<file path="config.mk">
export PLATFORM = sky130hd
export DESIGN_NAME = gpr_file_mp_flat
export DESIGN_NICKNAME = d
export VERILOG_FILES = /design/src/rtl/gpr_file_mp_if.sv /design/src/rtl/gpr_file_mp.sv /design/src/flat_wrapper.sv
export SDC_FILE = /design/constraint.sdc
export NUM_CORES = 2
export LEC_CHECK = 0
export CAP_MARGIN = 25
export CORE_ASPECT_RATIO = 1.5
export CORE_MARGIN = 2
export CORE_UTILIZATION = 49
export DETAILED_ROUTE_END_ITERATION = 10
export GPL_ROUTABILITY_DRIVEN = 0
export PLACE_DENSITY = 0.67
export SYNTH_ARGS = -nofsm -noshare
export SYNTH_HDL_FRONTEND = slang
export SYNTH_SLANG_ARGS = --single-unit
</file>
<file path="constraint.sdc">
create_clock -name clock -period 1.72 [get_ports clock]
set_input_delay 0.516 -clock clock [delete_from_list [all_inputs] [get_ports clock]]
set_output_delay 0.516 -clock clock [all_outputs]
set_load 0.02 [all_outputs]
</file>
<file path="src/rtl/gpr_file_mp_if.sv">
// gpr_file_mp_if: read, write and scoreboard bundle of the GPR file.
// master = decode/writeback side, slave = register file.
interface gpr_file_mp_if #(
    parameter int DATA_W = 32,
    parameter int DEPTH  = 32,
    parameter int ADDR_W = $clog2(DEPTH),
    parameter int NUM_RD = 2
);
    logic [NUM_RD-1:0]        rd_en;
    logic [NUM_RD*ADDR_W-1:0] rd_addr;
    logic [NUM_RD*DATA_W-1:0] rd_data;
    logic [NUM_RD-1:0]        rd_busy;
    logic                     wr0_en;
    logic [ADDR_W-1:0]        wr0_addr;
    logic [DATA_W-1:0]        wr0_data;
    logic                     wr1_en;
    logic [ADDR_W-1:0]        wr1_addr;
    logic [DATA_W-1:0]        wr1_data;
    logic                     sb_set;
    logic [ADDR_W-1:0]        sb_addr;
    logic [DEPTH-1:0]         busy_vec;

    modport master (
        output rd_en, rd_addr,
        output wr0_en, wr0_addr, wr0_data,
        output wr1_en, wr1_addr, wr1_data,
        output sb_set, sb_addr,
        input  rd_data, rd_busy, busy_vec
    );

    modport slave (
        input  rd_en, rd_addr,
        input  wr0_en, wr0_addr, wr0_data,
        input  wr1_en, wr1_addr, wr1_data,
        input  sb_set, sb_addr,
        output rd_data, rd_busy, busy_vec
    );
endinterface

</file>
<file path="src/rtl/gpr_file_mp.sv">
// gpr_file_mp: multi-port GPR file, 2 write ports, registered reads, busy scoreboard.
// Optional macro GPR_FILE_BYPASS_EN: coincident reads return the write data.
module gpr_file_mp #(
    parameter int DATA_W = 32,
    parameter int DEPTH  = 32,
    parameter int ADDR_W = $clog2(DEPTH),
    parameter int NUM_RD = 2
) (
    input logic          clock,
    input logic          reset_n,
    gpr_file_mp_if.slave bus
);

    logic [DATA_W-1:0] regs [DEPTH];
    logic [DEPTH-1:0]  busy;
    logic [DEPTH-1:0]  busy_nxt;
    logic [DEPTH-1:0]  sb_s;
    logic [DEPTH-1:0]  sb_c;

    logic [ADDR_W-1:0] ra   [NUM_RD];
    logic [DATA_W-1:0] rval [NUM_RD];
    logic [NUM_RD-1:0] rbsy;
    logic [DATA_W-1:0] rdq  [NUM_RD];
    logic [NUM_RD-1:0] bsyq;

    // Scoreboard next state: writes clear, issue sets, set beats clear, r0 never busy.
    always_comb begin
        sb_s = '0;
        sb_c = '0;
        if (bus.sb_set) sb_s[bus.sb_addr] = 1'b1;
        if (bus.wr0_en) sb_c[bus.wr0_addr] = 1'b1;
        if (bus.wr1_en) sb_c[bus.wr1_addr] = 1'b1;
        busy_nxt = (busy & ~sb_c) | sb_s;
        busy_nxt[0] = 1'b0;
    end

    // Scoreboard register.
    always_ff @(posedge clock or negedge reset_n) begin
        if (!reset_n) busy <= '0;
        else          busy <= busy_nxt;
    end

    // Register array: wr1 (load return) overrides wr0 on a shared address; r0 stays 0.
    always_ff @(posedge clock or negedge reset_n) begin
        if (!reset_n) begin
            for (int i = 0; i < DEPTH; i++) regs[i] <= '0;
        end else begin
            for (int i = 1; i < DEPTH; i++) begin
                if (bus.wr1_en && bus.wr1_addr == ADDR_W'(i))
                    regs[i] <= bus.wr1_data;
                else if (bus.wr0_en && bus.wr0_addr == ADDR_W'(i))
                    regs[i] <= bus.wr0_data;
            end
        end
    end

    // Read-port lookup, optionally forwarding a same-cycle write.
    always_comb begin
        rbsy = '0;
        for (int k = 0; k < NUM_RD; k++) begin
            ra[k]   = bus.rd_addr[k*ADDR_W +: ADDR_W];
            rval[k] = regs[ra[k]];
            rbsy[k] = busy[ra[k]];
`ifdef GPR_FILE_BYPASS_EN
            if (ra[k] != '0) begin
                if (bus.wr1_en && bus.wr1_addr == ra[k]) begin
                    rval[k] = bus.wr1_data;
                    rbsy[k] = busy_nxt[ra[k]];
                end else if (bus.wr0_en && bus.wr0_addr == ra[k]) begin
                    rval[k] = bus.wr0_data;
                    rbsy[k] = busy_nxt[ra[k]];
                end
            end
`endif
        end
    end

    // Read output registers: load on strobe, otherwise hold.
    always_ff @(posedge clock or negedge reset_n) begin
        if (!reset_n) begin
            for (int k = 0; k < NUM_RD; k++) rdq[k] <= '0;
            bsyq <= '0;
        end else begin
            for (int k = 0; k < NUM_RD; k++) begin
                if (bus.rd_en[k]) begin
                    rdq[k]  <= rval[k];
                    bsyq[k] <= rbsy[k];
                end
            end
        end
    end

    // Flatten read outputs onto the bus.
    always_comb begin
        bus.rd_data = '0;
        for (int k = 0; k < NUM_RD; k++)
            bus.rd_data[k*DATA_W +: DATA_W] = rdq[k];
        bus.rd_busy  = bsyq;
        bus.busy_vec = busy;
    end

endmodule
</file>
<file path="src/flat_wrapper.sv">
// flat-port wrapper written by rule: the top's interface ports become plain ports
module gpr_file_mp_flat 
#(
    parameter int DATA_W = 32,
    parameter int DEPTH  = 32,
    parameter int ADDR_W = $clog2(DEPTH),
    parameter int NUM_RD = 2
)
  (clock, reset_n, bus_rd_en, bus_rd_addr, bus_wr0_en, bus_wr0_addr, bus_wr0_data, bus_wr1_en, bus_wr1_addr, bus_wr1_data, bus_sb_set, bus_sb_addr, bus_rd_data, bus_rd_busy, bus_busy_vec);
  gpr_file_mp_if #(.DATA_W(DATA_W), .DEPTH(DEPTH), .ADDR_W(ADDR_W), .NUM_RD(NUM_RD)) bus_i ();
  input logic clock;
  input logic reset_n;
  input wire logic [$bits(bus_i.rd_en)-1:0] bus_rd_en;
  input wire logic [$bits(bus_i.rd_addr)-1:0] bus_rd_addr;
  input wire logic [$bits(bus_i.wr0_en)-1:0] bus_wr0_en;
  input wire logic [$bits(bus_i.wr0_addr)-1:0] bus_wr0_addr;
  input wire logic [$bits(bus_i.wr0_data)-1:0] bus_wr0_data;
  input wire logic [$bits(bus_i.wr1_en)-1:0] bus_wr1_en;
  input wire logic [$bits(bus_i.wr1_addr)-1:0] bus_wr1_addr;
  input wire logic [$bits(bus_i.wr1_data)-1:0] bus_wr1_data;
  input wire logic [$bits(bus_i.sb_set)-1:0] bus_sb_set;
  input wire logic [$bits(bus_i.sb_addr)-1:0] bus_sb_addr;
  output wire logic [$bits(bus_i.rd_data)-1:0] bus_rd_data;
  output wire logic [$bits(bus_i.rd_busy)-1:0] bus_rd_busy;
  output wire logic [$bits(bus_i.busy_vec)-1:0] bus_busy_vec;
  assign bus_i.rd_en = bus_rd_en;
  assign bus_i.rd_addr = bus_rd_addr;
  assign bus_i.wr0_en = bus_wr0_en;
  assign bus_i.wr0_addr = bus_wr0_addr;
  assign bus_i.wr0_data = bus_wr0_data;
  assign bus_i.wr1_en = bus_wr1_en;
  assign bus_i.wr1_addr = bus_wr1_addr;
  assign bus_i.wr1_data = bus_wr1_data;
  assign bus_i.sb_set = bus_sb_set;
  assign bus_i.sb_addr = bus_sb_addr;
  assign bus_rd_data = bus_i.rd_data;
  assign bus_rd_busy = bus_i.rd_busy;
  assign bus_busy_vec = bus_i.busy_vec;
  gpr_file_mp #(.DATA_W(DATA_W), .DEPTH(DEPTH), .ADDR_W(ADDR_W), .NUM_RD(NUM_RD)) u_core (.clock(clock), .reset_n(reset_n), .bus(bus_i));
endmodule
</file>
# Word-level counts from Yosys, hierarchy flattened
# Index checks and enable logic that the tools add are counted.
# Widths: inputs -> output; s select.
# classes
order_cmp,10
eq_ne,62
muxes,81
n_bitwise,6
n_reduce_logical,96
# op_table
operator,count
$mux 32,69
$bmux 32 s5,2
$eq 5x5->1 const B,32
$eq 5x4->1 const B,16
$logic_and 1x1->1,65
$or 32x32->32,2
$reduce_bool 2->1,31
$eq 5x3->1 const B,8
$and 32x32->32,1
$not 32->32,1
$lt 5x6->1 const B,5
$eq 5x2->1 const B,4
$demux 1 s5,3
$ge 5x1->1 const B,3
$ge 6x6->1 const B,2
$not 5->6,2
$bmux 1 s5,2
$eq 5x1->1 const B,2
$mux 1,5
# word_totals
ff_bits,1089
in_bits,96
output_inout_bits,98
elab_cells,291

# Logic depth before layout (Yosys ltp)
# depth
word_depth,10
ltp_mapped,9
ltp_nobuf,5

# Worst setup path after synthesis
# Ideal clock, no wire load.
# synth_timing
path_type,in2reg
startpoint,input bus_rd_addr[6]
endpoint,"register u_core.rdq, in the netlist u_core.bus.rd_data[32]"
setup_ns,0.126
arrival_time_ns,2.333
required_ns,1.594
path_slack_ns,-0.739
path_stages,6
n_path_buf,3
cell_sequence,buf_2 -> buf_2 -> clkbuf_1 -> mux4_2 -> mux4_2 -> a311o_1
# synth_between
elab_chain_cells,4
# synth_lines
element,line_no,source
start: declaration,flat_wrapper.sv:14,input wire logic [$bits(bus_i.rd_addr)-1:0] bus_rd_addr;
$not 5->6 (implied by the code),gpr_file_mp.sv:62,rval[k] = regs[ra[k]];
$bmux 32 s5,gpr_file_mp.sv:62,
$mux 32 (implied by the code) (2 in series),gpr_file_mp.sv:62,
end signal: indexed assignment,gpr_file_mp.sv:86,rdq[k] <= rval[k];
end: declaration,gpr_file_mp.sv:23,logic [DATA_W-1:0] rdq [NUM_RD];
# Every way passes these cells. The select of a mux whose other input is x is not followed.
# A chain may end at the register's enable or synchronous reset.

# Final worst setup path
# layout_timing
startpoint,"register u_core.busy[9], in the netlist u_core.bus.busy_vec[9]"
endpoint,output bus_busy_vec[9]
# layout_lines
element,line_no,source
start: declaration,gpr_file_mp.sv:15,logic [DEPTH-1:0] busy;
start signal: assignment,gpr_file_mp.sv:40,else busy <= busy_nxt;
end: declaration,flat_wrapper.sv:25,output wire logic [$bits(bus_i.busy_vec)-1:0] bus_busy_vec;
# No word-level cell between the ends.

==> run metrics <==
DR vias 62200; number of synthesized flops with an enable pin 0; HPWL after DPL 203000 µm; vias in the first global route 62400; first-pass GRT wire length 429000 µm; worst-path fanout max 4; most used cell, CP buf_6; hold path depth 4; Cell Area, Synth 66200 µm²; Tmin final 2030 ps; # IOs 194; final hold vios 0; Vias per Instance 6.93; area share of the largest cell type after synthesis 41.2%; htree depth 3; number of CTS-inserted buffers 107; Residual DRC 0; status complete, but fails checks; Final Setup Violations 146; layout cell share with drive strength beyond 1 34.6%; top cells by area, synth dfrtp_1 (41%), mux2i_1 (16%), mux4_2 (15%), a21oi_1 (4.2%), o21ai_0 (3.9%); WL final 303000 µm; failing checks setup timing; max cap viols 0; crit-path cells buf_6 > buf_6; syn_area_per_cell 10.6 µm²; Detail Route Antenna Nets 0; Hold Crit Start bus_rd_addr[3]; r2r setup slk -150 ps; Final Util 65.7%; cells on worst reg2reg path 5; Worst-path clk slew 70 ps; Pre-antenna DRT Iters 8; Final Net Count 7229; Starting DRT DRC Count 8747; Setup WS post-layout -313 ps; initial antenna violation count 13; top post-synthesis cells by count dfrtp_1 (1089), mux2i_1 (1078), nor2_1 (637), nand2_1 (586), a21oi_1 (558); critical path's slowest cell dfrtp_2; num rows 165; leading area contributor after synthesis dfrtp_1; clock latency on the worst-skew pair 780 ps; Bufs and invs on worst path 2; gr usage total 42.9%; layout overhead on the synthesized area 33.4%; combinational share of power 32.5%; CP delay by family, top flip-flops; RSZ-0062 raised after global routing yes; ys async rst share 100%; clock sinks 1089; reg2reg end u_core.bus.rd_busy[1]; most frequent cell after synthesis dfrtp_1; Slew Limit Headroom 35.9%; Setup crit end kind primary output; synthesized net count 6339; pwr/cell area 1090 nW/µm²; register bit total from synthesis 1089; CTS Root Cell clkbuf_16; leakage dissipation 40.0 nW; Worst setup SP type register; gr ovfl total 0; final worst-path cycle share 118%; largest net degree at the start of global routing 93; DR WL/cell 33.8 µm; post-placement cell area 81100 µm²; Sw Share 31.9%; Max Buffers Root-to-Sink 3; initial core utilization 49.3%; Post-Syn Instances 6243; CP arrival 1520 ps; slowest stage delay, CP 490 ps; final instance area 88300 µm²; CTS tree built; P_int 65.7 mW; Worst Path Required 1200 ps; critical path type reg2out; core area 134000 µm²; WHS Endpoint u_core.bus.rd_data[27]; Max VDD drop 0.00104 V; Worst-Margin Slew 961 ps; Net Sw Power 30.8 mW; final clock skew 25.8 ps; Reg power frac 39.6%; DIE AREA 138000 µm²; Max Slew Vio Count 0; Die Ht 454 µm; Post-synth top flop dfrtp_1; library cells used by synthesis 49; Ys Warns 32; Max Clk Rate 492 MHz; launching point of the worst reg2reg path u_core.bus.busy_vec[10]; port bufs 192; worst hold path type in2reg; hold_ws 233 ps; sequential share of the synthesized area 41.2%; clock share of power 27.9%; Die X 304 µm
per-stage QoR:
stage	setup TNS, ps	cells	total power, mW	worst slack [ps]
2_1_floorplan	-62000	6243	52.6	-526
3_3_place_gp	-1006190	8603	64.9	-1240
3_5_place_dp	-1026070	8604	66.3	-1300
4_1_cts	-19860	8921	94.6	-297
5_1_grt	-23030	8977	99.6	-329
6_report	-21040	8984	96.5	-313
per-layer routing:
layer | global-route usage [%] | up-vias | part of all wire (%)
li1 | - | 24600 | -
met1 | 49.3 | 30500 | 32
met2 | 66.0 | 5346 | 45
met3 | 12.7 | 1770 | 13
met4 | 36.9 | 6 | 11
met5 | 0 | - | 0.012
sequential cells by signal, indices dropped and copies added, names as in the netlist:
signal               count
u_core.bus.rd_busy       2
u_core.regs            992
u_core.bus.rd_data      64
u_core.bus.busy_vec     31
power by group through the flow:
stage	sequential, mW	combinational [mW]	clock [mW]
after floorplan	36.7	15.9	0
after global placement	37.5	27.4	0
after detailed placement	38.0	28.3	0
after CTS	37.7	30.1	26.9
after global routing	38.6	33.1	27.9
final	38.2	31.3	27.0
layout by cell type, fill, tap and decap left out, types with 12 or more instances in the layout:
cell type / n
o21ai_0: 421
mux2_2: 147
buf_6: 142
nand2_1: 550
mux2i_2: 18
a311o_1: 31
a221oi_2: 21
buf_16: 14
bufinv_16: 20
buf_12: 364
buf_4: 872
a22o_1: 14
a21oi_1: 554
clkbuf_8: 22
o31ai_1: 12
dfrtp_1: 1037
a221oi_1: 49
nor2_4: 23
o21ai_1: 116
mux4_2: 447
dfrtp_2: 52
nor2_1: 605
nor2b_1: 47
clkinv_2: 19
nand2_4: 28
o221ai_1: 30
inv_1: 48
clkbuf_16: 120
mux2_4: 12
a221oi_4: 12
clkdlybuf4s50_1: 77
o221ai_2: 30
mux2i_1: 1056
tightest hold or removal path, cell delays in order:
cell,delay [ps]
buf_6,130
buf_12,170
nand2_1,60
a221oi_1,60
kinds of logic after synthesis:
| logic type | synth area share [%] |
|---|---|
| AO/OA/AOI/OAI | 11.9 |
| AND/OR/NAND/NOR | 7.97 |
| buffers and inverters | 4.80 |
| other | 0.00566 |
| multiplexers | 34.2 |
| flip-flops | 41.2 |
timing repair:
action,in CTS,in global routing
hold endpoints to repair,225,0
endpoints found under the setup margin,1041,467
pin swaps,34,35
buffers inserted,124,45
gates resized for setup,732,137
gates cloned,5,9
hold buffers,1,0
area by class of cell:
type	count	area (µm²)
inverter	50	189
sequential	1089	27300
clock inverter	55	828
clock buffer	141	3100
fill	9808	46100
timing repair buffer	1501	17100
antenna	11	27.5
tap	1753	2190
multi-input combinational	4384	37500
worst max-delay path by stage:
stage / from / end / slack, ps / cells past startpoint
final: u_core.bus.busy_vec[9] / bus_busy_vec[9] / -310 / 2
after global placement: bus_wr0_addr[3] / u_core.regs[891] / -1240 / 7
after detailed placement: bus_wr0_addr[3] / u_core.regs[884] / -1300 / 7
after floorplan: bus_rd_addr[5] / u_core.bus.rd_data[32] / -530 / 6
after CTS: u_core.bus.busy_vec[9] / bus_busy_vec[9] / -300 / 2
after global routing: u_core.bus.busy_vec[9] / bus_busy_vec[9] / -330 / 2
No activity file was read; power rests on OpenSTA's default activity.
